**src/rtl/bram_read_checker_rd_valid_pipe.sv**
```systemverilog
// Delays a (valid, addr) pair by LATENCY cycles so read data can be matched
// to the address that produced it. Clear drops every in-flight valid bit.
module rd_valid_pipe #(
    parameter int LATENCY = 1,
    parameter int AW      = 8
) (
    input  logic          CLK,
    input  logic          clr,
    input  logic          in_vld,
    input  logic [AW-1:0] in_addr,
    output logic          out_vld,
    output logic [AW-1:0] out_addr
);

    logic [LATENCY-1:0]         vld_pipe;
    logic [LATENCY-1:0][AW-1:0] addr_pipe;

    always_ff @(posedge CLK) begin
        if (clr) begin
            vld_pipe <= '0;
        end else begin
            vld_pipe[0] <= in_vld;
            for (int i = 1; i < LATENCY; i++)
                vld_pipe[i] <= vld_pipe[i-1];
        end
    end

    // Addresses are meaningless without their valid bit, so they never need clearing.
    always_ff @(posedge CLK) begin
        addr_pipe[0] <= in_addr;
        for (int i = 1; i < LATENCY; i++)
            addr_pipe[i] <= addr_pipe[i-1];
    end

    assign out_vld  = vld_pipe[LATENCY-1];
    assign out_addr = addr_pipe[LATENCY-1];

endmodule

```
**config.mk**
```make
export PLATFORM = sky130hd
export DESIGN_NAME = rd_valid_pipe
export DESIGN_NICKNAME = d
export VERILOG_FILES = /design/src/rtl/bram_read_checker_rd_valid_pipe.sv
export SDC_FILE = /design/constraint.sdc
export NUM_CORES = 1
export LEC_CHECK = 0
export BUFFER_PORTS_ARGS = -buffer_cell sky130_fd_sc_hd__clkbuf_2
export CORE_AREA = 2 2 39 41
export CTS_CLUSTER_DIAMETER = 200
export DETAILED_ROUTE_END_ITERATION = 8
export DIE_AREA = 0 0 41 43
export HOLD_SLACK_MARGIN = 0.08
export PLACE_DENSITY_LB_ADDON = 0.2
export SLEW_MARGIN = 30
export SYNTH_ARGS = -nofsm -noshare
export SYNTH_HDL_FRONTEND = slang
export SYNTH_SLANG_ARGS = --single-unit
```
**constraint.sdc**
```tcl
create_clock -name CLK -period 0.8 [get_ports CLK]
set_input_delay 0.04 -clock CLK [delete_from_list [all_inputs] [get_ports CLK]]
set_output_delay 0.04 -clock CLK [all_outputs]
set_load 0.02 [all_outputs]
```
# After elaboration in Yosys (flattened, before gate mapping)
# Index checks and enable logic that the tools add are counted.
# word_totals
ff_bits	9
inputBits	11
out_inout_bits	9

# Depth between registers and ports, before layout
# depth
ltp_word	0
depth_mapped	1

# Worst setup path after synthesis
# OpenSTA, ideal clock, no wires.
# synth_timing
kind	reg2out
startpoint	register addr_pipe, in the netlist out_addr[0]
endpoint	output out_addr[0]
arrival_ps	395
required_time_ps	760
setup_slack_ps	365
path_stages_with_launch	1
path_cell_list	dfxtp_1
# synth_lines
element	line	source
start, declared	16	logic [LATENCY-1:0][AW-1:0] addr_pipe;
start signal, assigned by index	32	addr_pipe[i] <= addr_pipe[i-1];
end, declared	12	output logic [AW-1:0] out_addr
# No word-level cell between the ends.

# Final worst setup path
# layout_timing
startpoint	register vld_pipe (netlist: out_vld)
endpoint	output out_vld
# layout_lines
element	line	source
start, declared	15	logic [LATENCY-1:0] vld_pipe;
start signal, assigned by index	24	vld_pipe[i] <= vld_pipe[i-1];
end, declared	11	output logic out_vld,
# No word-level cell between the ends.

==> impl_metrics.toml <==
[synthesis]
synth-edff-count = 0
synth-compound-area-share = 0
synth_most_common_cell = "dfxtp_1"
postSynthAreaPerCell_um2 = 19.4
syn-num-nets = 21
yosysSeqAreaShare = 0.929
ys_ff_latch = 9
netlist_instances = 10
yosys-top-cells-count = "9 x dfxtp_1, 1 x nor2b_4"
yosys.area_share.simple = 0.0710
synth_top_area_share = 0.929
ys.flop_type = "dfxtp_1"
syn_area_um2 = 194
synth_top_family_by_area = "simple AND/OR/NAND/NOR gates"
synth_fa_ha_area_frac = 0
yosys_warnings = 0
synth_mux_area_frac = 0
async_flop_share = 0
synth_area_leader_cell = "dfxtp_1"
netlist_top_cells_area = "dfxtp_1 93%, nor2b_4 7.1%"
synthXorXnorAreaFrac = 0
synth_cell_type_count = 2

[route]
firstDrtPassIters = 2
drc = 0
drtIter0Drc = 2
vias = 187
wl_um = 457
drt-vias-per-instance = 3.17
ant_nets = 0
routedWlPerCell_um = 7.75

[clock_tree]
cts_buffers = 3
clkTransAtPathRegs_ns = 0.06
cts.sinks = 9
cts_root_buf = "clkbuf_4"
cts_buffer_depth = 2
postCtsSetupBuffers = 0
cts_tree = "done"
htree_levels = 1

[power_and_ir_drop]
p_per_area_nw_per_um2 = 2120
irDropWorstVdd_uv = 450
p_leak_nw = 0.220
total_power_mw = 0.932

[grt]
antenna_found_initial = 0
grt_overflow = 0
grt_max_degree = 6
grt_pass1_wl_um = 641
track_usage = 0.0674
grt_pass1_vias = 190

[timing]
period_share = 0.948
worst_slew_pin_slew_ns = 0.122
worst_slack_ns = 0.0414
period_minus_slack_ns = 0.759
relSlewSlack = 0.919
hold_violations = 0
max_freq_ghz = 1.32
fin_hold_ws_ns = 0.422
slew_viol_final = 0
tns_ns = 0
rsz0062_at_grt = "false"
setup-violations-final = 0

[critical_path]
critPathMaxStageDelay_ns = 0.31
cp_cell_sequence = "clkbuf_2"
critPathTopFamily = "flip-flops"
worstPathRequired_ns = 0.76
arrival_ns = 0.72
crit_type = "flip-flop to output pin"
worstSetupStartpointType = "flip-flop"
cp_num_buf_inv = 1
crit_fanout = 1
end_kind = "output pin"
critPathSlowestCell = "dfxtp_1"

[place]
gp_congestion = 0.518
dp_slack_ns = 0.304
numPortBuffers = 19
place_area_um2 = 309
placed_cells = 45

[status]
run_status = "finished clean"

[die]
die_h_um = 43
die_w_um = 41
start_util = 0.140
dieArea_um2 = 1760
io_pins = 20
num_rows = 14
core-area_um2 = 1380

[final_layout]
design_area_um2 = 440
area_growth_pct = 127
stdcell_count = 59
fin_nets = 55
antenna_cells = 0
final_util = 0.318
drive_above_1_share = 0.535

[job]
max_cap_viol_count = 0

[hold_path]
hold_class = "input pin to flip-flop"
final timing paths:
check,start,end,slack [ns],cells past startpoint
max,out_vld,out_vld,0.04,1
min,in_addr[7],out_addr[7],0.42,2
what timing repair did:
item                                   CTS  global route
hold buffers                            10             0
resized for setup                        0             5
endpoints found under the hold margin    9             0
setup endpoints to repair                0             3
state kept, by name (all words and copies together), names as in the netlist:
signal	flops
out_addr	8
out_vld	1
area by class of cell:
type / count / area [um^2]
well taps: 16 / 20.0
fillers: 141 / 943
clock buffers: 4 / 26.3
repair buffers: 29 / 200
multi-input cells: 1 / 13.8
flip-flops and latches: 9 / 180
layer usage:
metal	vias to the layer above	wire length, um	GRT usage
met4	0	19	0.140
met5	-	0	0
met3	2	62	0.0157
li1	96	-	-
met1	73	192	0.0518
met2	16	183	0.0844
logic make-up (layout without fill, tap and decap cells):
group         after synthesis  count (layout)
flops                       9               9
buf+inv                     0              33
simple gates                1               1
cells in the final DEF (no fill, tap or decap), drive strengths merged:
cell type,n
dlygate4sd3,10
nor2b,1
dfxtp,9
clkbuf,20
buf,3
power breakdown:
part / internal (mW) / switching [mW]
registers: 0.473 / 0.00575
logic: 0.0707 / 0.0516
clock network: 0.191 / 0.140
Note: power is estimated with default switching activity, not from simulation.
